<file path="src/rtl/out_serial_port_pkg.sv">
// rtl/out_serial_port_pkg.sv - shared types, defaults and helpers for the serial output port
package out_port_pkg;

    typedef enum logic [1:0] {
        IDLE  = 2'd0,
        START = 2'd1,
        DATA  = 2'd2,
        STOP  = 2'd3
    } tx_state_e;

    localparam int DEFAULT_FIFO_DEPTH = 4;
    localparam int DEFAULT_BAUD_DIV   = 4;

    // Occupancy needs one extra bit so that "full" (count == depth) is representable.
    function automatic int count_width(input int depth);
        return $clog2(depth) + 1;
    endfunction

endpackage

</file>
<file path="src/rtl/out_serial_port_if.sv">
// rtl/out_serial_port_if.sv - dbus/doOut input and serial/status outputs of the output port
interface out_serial_port_if
    import out_port_pkg::*;
#(
    parameter int FIFO_DEPTH = DEFAULT_FIFO_DEPTH
);
    localparam int CW = count_width(FIFO_DEPTH);

    logic          doOut;
    logic [7:0]    dbus;
    logic          txd;
    logic          busy;
    logic          full;
    logic          overflow;
    logic [CW-1:0] count;

    modport master (
        output doOut, dbus,
        input  txd, busy, full, overflow, count
    );

    modport slave (
        input  doOut, dbus,
        output txd, busy, full, overflow, count
    );

endinterface

</file>
<file path="src/rtl/out_serial_port_byte_fifo.sv">
// rtl/out_serial_port_byte_fifo.sv - byte FIFO with occupancy count, push-when-full allowed with a pop
module byte_fifo
    import out_port_pkg::*;
#(
    parameter int DEPTH = DEFAULT_FIFO_DEPTH
) (
    input  logic                         clk_i,
    input  logic                         reset_i,
    input  logic                         push_i,
    input  logic                         pop_i,
    input  logic [7:0]                   wdata_i,
    output logic [7:0]                   rdata_o,
    output logic [count_width(DEPTH)-1:0] count_o,
    output logic                         full_o,
    output logic                         empty_o
);
    localparam int AW = $clog2(DEPTH);
    localparam int CW = count_width(DEPTH);

    logic [7:0]    mem_q [DEPTH];
    logic [AW-1:0] wr_ptr_q, wr_ptr_d;
    logic [AW-1:0] rd_ptr_q, rd_ptr_d;
    logic [CW-1:0] count_q, count_d;
    logic          push_acc;
    logic          pop_acc;

    assign full_o   = (count_q == CW'(DEPTH));
    assign empty_o  = (count_q == '0);
    assign rdata_o  = mem_q[rd_ptr_q];
    assign count_o  = count_q;
    // A full FIFO still takes a byte when the head leaves on the same edge.
    assign push_acc = push_i && (!full_o || pop_i);
    assign pop_acc  = pop_i && !empty_o;

    // Pointer and occupancy next-state; pointers wrap naturally at power-of-two depth.
    always_comb begin
        wr_ptr_d = wr_ptr_q;
        rd_ptr_d = rd_ptr_q;
        count_d  = count_q;
        if (push_acc) wr_ptr_d = wr_ptr_q + AW'(1);
        if (pop_acc)  rd_ptr_d = rd_ptr_q + AW'(1);
        case ({push_acc, pop_acc})
            2'b10:   count_d = count_q + CW'(1);
            2'b01:   count_d = count_q - CW'(1);
            default: count_d = count_q;
        endcase
    end

    // Pointer/count registers; reset discards any buffered bytes.
    always_ff @(posedge clk_i or posedge reset_i) begin
        if (reset_i) begin
            wr_ptr_q <= '0;
            rd_ptr_q <= '0;
            count_q  <= '0;
        end else begin
            wr_ptr_q <= wr_ptr_d;
            rd_ptr_q <= rd_ptr_d;
            count_q  <= count_d;
        end
    end

    // Storage array; contents are meaningless until written, so no reset.
    always_ff @(posedge clk_i) begin
        if (push_acc) mem_q[wr_ptr_q] <= wdata_i;
    end

endmodule

</file>
<file path="src/rtl/out_serial_port.sv">
// rtl/out_serial_port.sv - captures doOut bytes into a FIFO and sends them as 8N1 serial on txd
module out_serial_port
    import out_port_pkg::*;
#(
    parameter int FIFO_DEPTH = DEFAULT_FIFO_DEPTH,
    parameter int BAUD_DIV   = DEFAULT_BAUD_DIV
) (
    input  logic              clk,
    input  logic              reset,
    out_serial_port_if.slave  bus
);
    localparam int CW = count_width(FIFO_DEPTH);
    localparam int DW = (BAUD_DIV > 2) ? $clog2(BAUD_DIV) : 1;
    localparam logic [DW-1:0] DIV_RELOAD = DW'(BAUD_DIV - 1);

    tx_state_e     state_q, state_d;
    logic [DW-1:0] div_q, div_d;
    logic [2:0]    bit_q, bit_d;
    logic [7:0]    shift_q, shift_d;
    logic          txd_q, txd_d;
    logic          ovf_q, ovf_d;
    logic          pop;
    logic [7:0]    fifo_rdata;
    logic [CW-1:0] fifo_count;
    logic          fifo_full;
    logic          fifo_empty;

    byte_fifo #(
        .DEPTH (FIFO_DEPTH)
    ) u_fifo (
        .clk_i   (clk),
        .reset_i (reset),
        .push_i  (bus.doOut),
        .pop_i   (pop),
        .wdata_i (bus.dbus),
        .rdata_o (fifo_rdata),
        .count_o (fifo_count),
        .full_o  (fifo_full),
        .empty_o (fifo_empty)
    );

    // Transmitter next-state: divider counts down to 0, then the bit/state advances; txd is precomputed.
    always_comb begin
        state_d = state_q;
        div_d   = div_q;
        bit_d   = bit_q;
        shift_d = shift_q;
        txd_d   = txd_q;
        pop     = 1'b0;
        case (state_q)
            IDLE: begin
                txd_d = 1'b1;
                if (!fifo_empty) begin
                    pop     = 1'b1;
                    shift_d = fifo_rdata;
                    div_d   = DIV_RELOAD;
                    state_d = START;
                    txd_d   = 1'b0;
                end
            end
            START: begin
                if (div_q == '0) begin
                    div_d   = DIV_RELOAD;
                    bit_d   = 3'd0;
                    state_d = DATA;
                    txd_d   = shift_q[0];
                end else begin
                    div_d = div_q - DW'(1);
                end
            end
            DATA: begin
                if (div_q == '0) begin
                    div_d = DIV_RELOAD;
                    if (bit_q == 3'd7) begin
                        state_d = STOP;
                        txd_d   = 1'b1;
                    end else begin
                        bit_d   = bit_q + 3'd1;
                        shift_d = shift_q >> 1;
                        txd_d   = shift_q[1];
                    end
                end else begin
                    div_d = div_q - DW'(1);
                end
            end
            STOP: begin
                txd_d = 1'b1;
                if (div_q == '0) begin
                    state_d = IDLE;
                end else begin
                    div_d = div_q - DW'(1);
                end
            end
            default: begin
                state_d = IDLE;
                txd_d   = 1'b1;
            end
        endcase
        // A byte is lost only when the FIFO is full and nothing leaves this edge.
        ovf_d = ovf_q | (bus.doOut & fifo_full & ~pop);
    end

    // Transmitter and overflow registers; reset forces the line idle-high immediately.
    always_ff @(posedge clk or posedge reset) begin
        if (reset) begin
            state_q <= IDLE;
            div_q   <= '0;
            bit_q   <= 3'd0;
            shift_q <= 8'h00;
            txd_q   <= 1'b1;
            ovf_q   <= 1'b0;
        end else begin
            state_q <= state_d;
            div_q   <= div_d;
            bit_q   <= bit_d;
            shift_q <= shift_d;
            txd_q   <= txd_d;
            ovf_q   <= ovf_d;
        end
    end

    assign bus.txd      = txd_q;
    assign bus.busy     = (state_q != IDLE) || !fifo_empty;
    assign bus.full     = fifo_full;
    assign bus.overflow = ovf_q;
    assign bus.count    = fifo_count;

endmodule

</file>
<file path="src/flat_wrapper.sv">
// flat-port wrapper written by rule: the top's interface ports become plain ports
module out_serial_port_flat import out_port_pkg::*;
#(
    parameter int FIFO_DEPTH = DEFAULT_FIFO_DEPTH,
    parameter int BAUD_DIV   = DEFAULT_BAUD_DIV
)
  (clk, reset, bus_doOut, bus_dbus, bus_txd, bus_busy, bus_full, bus_overflow, bus_count);
  out_serial_port_if #(.FIFO_DEPTH(FIFO_DEPTH)) bus_i ();
  input  logic clk;
  input  logic reset;
  input wire logic [$bits(bus_i.doOut)-1:0] bus_doOut;
  input wire logic [$bits(bus_i.dbus)-1:0] bus_dbus;
  output wire logic [$bits(bus_i.txd)-1:0] bus_txd;
  output wire logic [$bits(bus_i.busy)-1:0] bus_busy;
  output wire logic [$bits(bus_i.full)-1:0] bus_full;
  output wire logic [$bits(bus_i.overflow)-1:0] bus_overflow;
  output wire logic [$bits(bus_i.count)-1:0] bus_count;
  assign bus_i.doOut = bus_doOut;
  assign bus_i.dbus = bus_dbus;
  assign bus_txd = bus_i.txd;
  assign bus_busy = bus_i.busy;
  assign bus_full = bus_i.full;
  assign bus_overflow = bus_i.overflow;
  assign bus_count = bus_i.count;
  out_serial_port #(.FIFO_DEPTH(FIFO_DEPTH), .BAUD_DIV(BAUD_DIV)) u_core (.clk(clk), .reset(reset), .bus(bus_i));
endmodule
</file>
<file path="config.mk">
export PLATFORM = sky130hd
export DESIGN_NAME = out_serial_port_flat
export DESIGN_NICKNAME = d
export VERILOG_FILES = /design/src/rtl/out_serial_port_pkg.sv /design/src/rtl/out_serial_port_if.sv /design/src/rtl/out_serial_port_byte_fifo.sv /design/src/rtl/out_serial_port.sv /design/src/flat_wrapper.sv
export SDC_FILE = /design/constraint.sdc
export NUM_CORES = 1
export LEC_CHECK = 0
export ABC_AREA = 1
export CORE_UTILIZATION = 35
export CTS_BUF_LIST = sky130_fd_sc_hd__clkbuf_8
export CTS_CLUSTER_SIZE = 40
export DETAILED_ROUTE_END_ITERATION = 10
export PLACE_DENSITY = 0.61
export SLEW_MARGIN = 20
export SYNTH_ARGS = -nofsm -noshare
export SYNTH_HDL_FRONTEND = slang
export SYNTH_HIERARCHICAL = 1
export SYNTH_SLANG_ARGS = --single-unit
</file>
<file path="constraint.sdc">
create_clock -name clk -period 1.9 [get_ports clk]
set_input_delay 0.285 -clock clk [delete_from_list [all_inputs] [get_ports clk]]
set_output_delay 0.285 -clock clk [all_outputs]
set_load 0.05 [all_outputs]
</file>
---- Word-level counts from Yosys, hierarchy flattened ----
Memories as Yosys holds them, arrays and structs flattened.
Index checks and enable logic that the tools add are counted.
storage, ports and cells
  memories ................................ 1
  bits of input ports ..................... 11
  register bits after elaboration ......... 24
  word-level logic and storage cells ...... 81
  RAM bits ................................ 32
  output and inout bits ................... 7
memories
  name                 depth  bits a word  read ports  clocked after Yosys merged registers in  write ports  RTL line                         text
  u_core.u_fifo.mem_q  4      8            1           0                                        1            out_serial_port_byte_fifo.sv:20  logic [7:0] mem_q [DEPTH];
operators by class
  equality and inequality tests ........... 14
  add/subtract/negate cells ............... 6
  mux-type cells .......................... 28
  reductions and logical operators ........ 19
  bitwise gates (word level) .............. 4
operators by type and width
  operator                                                                  number
  8-bit two-way mux                                                         3
  2-bit two-way mux                                                         8
  8-bit one-hot mux with 2 select lines                                     1
  3-bit one-hot mux with 2 select lines                                     2
  3-bit two-way mux                                                         3
  1-bit two-way mux                                                         8
  2-bit by 1-bit inequality test with 1-bit output (second input constant)  4
  2-bit one-hot mux with 4 select lines                                     1
  4-bit AND reduction                                                       2
  2-bit nonzero test                                                        4
  3-bit by 1-bit adder with 3-bit output (second input constant)            2
  2-bit == test (second input constant)                                     3
  3-bit == test (second input constant)                                     2
  2-bit inequality test (second input constant)                             3
  2-bit one-hot mux with 3 select lines                                     1
  5-bit AND reduction                                                       1
  2-bit by 1-bit adder with 2-bit output (second input constant)            2
  2-bit by 1-bit == test with 1-bit output (second input constant)          2
  2-bit logical NOT                                                         2
  1-bit one-hot mux with 4 select lines                                     1
  2-bit AND reduction                                                       2
  3-bit logical NOT                                                         1
  3-bit by 1-bit subtractor with 3-bit output (second input constant)       1
  1-bit bitwise AND                                                         2
  7 further kinds                                                           10

---- Longest topological paths before layout ----
  depth in word-level cells ............... 7
  gate-level depth with buffers ........... 15
  mapped depth without buffers ............ 15

---- By module ----
Netlist, hierarchy kept.
by module, submodules not included
  module           area an instance (um^2)  instances  cells an instance  seq. area each (um^2)
  byte_fifo        1706.6                   1          149                1136.1
  out_serial_port  1022.2                   1          139                426.7

---- Worst setup path before layout ----
Ideal clock, no wire load.
  kind .................................... register to register
  start ................................... reg u_core.u_fifo.count_q[2] (netlist: u_core/u_fifo/count_o[2])
  end ..................................... reg u_core.u_fifo.count_q[1] (netlist: u_core/u_fifo/count_o[1])
  data required time ...................... 1817 ps
  stages on the path, launching flop included .. 12
  library setup time ...................... 83 ps
  slack ................................... -448 ps
  period minus slack after synthesis ...... 2348 ps
  buffers on the path ..................... 0
  arrival time ............................ 2265 ps
  path through ............................ dfrtp_1 -> inv_1 -> nand2_1 -> inv_1 -> nor2_1 -> inv_1 -> nand3_2 -> nand2_4 -> ha_1 -> inv_1 -> fa_1 -> o21ai_0
on the way
  longest elaborated chain between the ends .. 7
  elaborated cells between the ends (all ways) .. 13
  those cells by class .................... eq/ne (3); mux (3); reduce/logical (7)
ends and longest elaborated chain
  what                                                                         RTL line                         text
  start: declaration                                                           out_serial_port_byte_fifo.sv:23  logic [CW-1:0] count_q, count_d;
  start signal: assignment                                                     out_serial_port_byte_fifo.sv:58  count_q <= count_d;
  3-bit logical NOT *                                                          out_serial_port_byte_fifo.sv:28  assign empty_o = (count_q == '0);
  named net u_core.fifo_empty                                                  out_serial_port.sv:26            logic fifo_empty;
  1-bit two-way mux *                                                          out_serial_port.sv:53            if (!fifo_empty) begin
  1-bit two-way mux *                                                          out_serial_port.sv:50            case (state_q)
  named net u_core.pop                                                         out_serial_port.sv:22            logic pop;
  1-bit logical OR                                                             out_serial_port_byte_fifo.sv:32  assign push_acc = push_i && (!full_o || pop_i);
  1-bit logical AND                                                            out_serial_port_byte_fifo.sv:32
  2-bit by 1-bit == test with 1-bit output or 2-bit == test (tied branches)    out_serial_port_byte_fifo.sv:42  case ({push_acc, pop_acc})
  3-bit one-hot mux with 2 select lines or 2-bit nonzero test (tied branches)  --
The timed path passes the listed nets; every way through them passes the cells marked *.
A chain may end at the register's enable or synchronous reset.

---- Worst setup path in the final report ----
  start ................................... reg u_core.state_q[1]
  end ..................................... reg u_core.u_fifo.count_q[2] (netlist: u_core/u_fifo/count_o[2])
on the way
  elaborated cells between the ends (all ways) .. 9
  those cells by class .................... eq/ne (2); mux (2); reduce/logical (5)
RTL lines
  what                                                                         RTL line                         text
  start: declaration                                                           out_serial_port.sv:16            tx_state_e state_q, state_d;
  start signal: assignment                                                     out_serial_port.sv:113           state_q <= state_d;
  2-bit logical NOT *                                                          out_serial_port.sv:50
  1-bit two-way mux *                                                          out_serial_port.sv:50
  named net u_core.pop                                                         out_serial_port.sv:22
  1-bit logical AND *                                                          out_serial_port_byte_fifo.sv:33  assign pop_acc = pop_i && !empty_o;
  named net u_core.u_fifo.pop_acc                                              out_serial_port_byte_fifo.sv:25  logic pop_acc;
  2-bit by 1-bit == test with 1-bit output or 2-bit == test (tied branches)    out_serial_port_byte_fifo.sv:42
  3-bit one-hot mux with 2 select lines or 2-bit nonzero test (tied branches)  --
Marks and branches as above.

==> impl_metrics.ini <==
[sta]
setup_viol = 0
max_slew.worst_pin.slew_ps = 494
setup_tns_ps = 0
relSlewSlack = 0.669
period_share = 0.982
finClkSkew_ps = 9.09
timing.final.ws_setup_ps = 34.0
rsz0062_at_grt = yes
clock.fmax_ghz = 0.536
finalCriticalPeriod_ps = 1870
hold_viol = 0
drv_slew = 0

[placement]
dpl.hpwl_mm = 3.66
placed_cells = 423
dpl_worst_slack_ps = -38.0
gp_congestion = 0.765
port_buffers = 17

[global_routing]
grt_pass1_wl_mm = 8.70
antenna_found_initial = 0
grt_pass1_vias = 1902
grt_max_degree = 21
grt_usage = 0.135
overflow = 0

[setup_path]
arrival_ps = 2080
rrSetupSlack_ps = 30
path_cells = inv_2 -> ha_4 -> inv_4 -> nor2_4 -> nand2_2 -> inv_2 -> ha_4 -> inv_4 -> fa_2 -> nand2_2 -> nand3_2 -> nand2_1 -> nand2_1
path_class = reg -> reg
critical-path-slowest-cell = dfrtp_1
cp-start-kind = register
crit_fanout = 3
end_kind = register
max_stage_delay_ps = 400
required_ps = 2110

[logic_synthesis]
synth_ff_type = edfxtp_1
syn-num-nets = 313
synth_seq_cells = 56
synth_area_leader_cell = edfxtp_1
yosysSeqAreaShare = 0.573
avgSynthCellArea_sq_um = 9.48
ys_types = 27
synth_common_cells = nand2_1, nor2_1, edfxtp_1
synth_edf_count = 32
synthTopCellsByArea = edfxtp_1, dfrtp_1, nand2_1
yosys_warnings = 6
synthCells = 288
synth_top_area_frac = 0.352
synth.most_common_cell = nand2_1
ys_async_sr_fraction = 0.429
syn_area_sq_um = 2730

[finish]
n_antenna_cell = 0
area_delta_synth_final_pct = 23.1
drive_gt1_frac = 0.223
fin_nets = 361
stdcell_count = 436

[drt]
drc = 0
avgRoutedWirePerCell_um = 12.0
dr.first_iter.drc_count = 113
routed_wl_mm = 5.22
num_vias = 2003
ant_nets = 0
vias_per_cell = 4.59
firstDrtPassIters = 4

[die]
die_area_sq_um = 8150
start_util = 0.368
io_pins = 18
die_w_um = 90.3
row_count = 31
die_h_um = 90.3
core_region_area_sq_um = 7410

[cts]
cts_made_buffers = 5
cts_buffer_depth = 2
clkSlewWorstSetupHoldPaths_ps = 110
cts_tree = built
insertion_delay_ps = 310
cts.sinks = 56
cts-root-buf = clkbuf_8
htree_levels = 2

[power_and_ir_drop]
p_sw_uw = 2560
seq_power_share = 0.319
intPower_uw = 3300
p_leak_uw = 0.00151
power.share.clock = 0.119
pwr-share-comb = 0.562
switching_share = 0.437
irDropWorstVdd_mv = 0.601
power_density_nw_per_um2 = 1750

[min_path]
hp-class = in -> async

[job]
drv_cap = 0

[outcome]
status = completed
## metrics by stage
stage               hold WS, ps  power [uW]   util  instance area (sq um)
finish                      238        5860  0.453                   3360
global route                264        6390  0.453                   3360
CTS                         235        5790  0.447                   3310
detailed placement          458        5010  0.430                   3190
global placement            452        4900  0.430                   3190
floorplan                  88.2        4080      -                   2770
## layout by cell type (no fill, tap or decap), types with 7 or more instances in the layout
| cell type | count |
|---|---|
| buf_4 | 35 |
| nand3_1 | 13 |
| dfrtp_1 | 20 |
| nand2_1 | 73 |
| clkdlybuf4s50_1 | 11 |
| ha_1 | 11 |
| nor2_1 | 39 |
| o21ai_1 | 22 |
| inv_2 | 7 |
| inv_1 | 22 |
| o21ai_0 | 10 |
| edfxtp_1 | 32 |
## power by group through the flow
stage	registers, uW	clock network (uW)	logic, uW
3_5_place_dp	1900	0	3110
5_1_grt	1910	771	3710
3_3_place_gp	1890	0	3010
6_report	1870	696	3290
2_1_floorplan	2090	0	1990
4_1_cts	1870	732	3180
## repair_timing
action                                  CTS  global route
gates cloned                              0             0
setup buffers                             2             3
gates resized for setup                   5            11
pin swaps                                 1             9
endpoints found under the setup margin    2             2
hold buffers                              0             0
## critical path: cells and delay by family (launching register included)
family	cells	cell delay, ps
fa+ha+maj	3	640
buf+inv	4	230
flops	1	400
simple gates	6	480
## final timing paths
check,start,cells past startpoint,to
max in group asynchronous,reset,3,u_core/bus.txd
max,u_core/state_q[1],13,u_core/u_fifo/count_o[2]
min in group clk,u_core/bus.txd,2,u_core/bus.txd
max reg2reg,u_core/state_q[1],13,u_core/u_fifo/count_o[2]
min,reset,2,u_core/u_fifo/count_o[1]
min reg2reg,u_core/bus.txd,2,u_core/bus.txd
## area by class of cell
cell class | instances | area, sq um
clock inverters | 3 | 28.8
inverters | 32 | 130
flip-flops and latches | 56 | 1570
clock buffers | 5 | 68.8
fillers | 722 | 4050
multi-input cells | 193 | 1040
repair buffers | 48 | 402
well taps | 99 | 124
## cells by family (layout without fill, tap and decap cells)
group / count (synthesis) / after routing / share of synthesized area
buffers and inverters: 39 / 88 / 0.0711
AND/OR/NAND/NOR: 144 / 144 / 0.221
XOR/XNOR: 1 / 1 / 0.00321
flip-flops: 56 / 56 / 0.573
adder cells (fa/ha/maj): 14 / 14 / 0.0669
AO/OA/AOI/OAI: 34 / 34 / 0.0646
## registers in the layout (all words and copies together) (netlist names)
name,flops
u_core/u_fifo/rd_ptr_q,2
u_core/bit_q,3
u_core/state_q,2
u_core/shift_q,8
u_core/bus.txd,1
u_core/u_fifo/mem_q,32
u_core/u_fifo/count_o,3
u_core/u_fifo/wr_ptr_q,2
u_core/div_q,2
u_core/bus.overflow,1
## per-layer routing
| layer | wire (um) | vias to the layer above | global-route usage |
|---|---|---|---|
| li1 | - | 1025 | - |
| met1 | 2380 | 954 | 0.163 |
| met2 | 2690 | 22 | 0.242 |
| met3 | 117 | 2 | 0.0286 |
| met4 | 36 | 0 | 0.0363 |
| met5 | 0 | - | 0 |
Power figures use the tool's default switching activity.
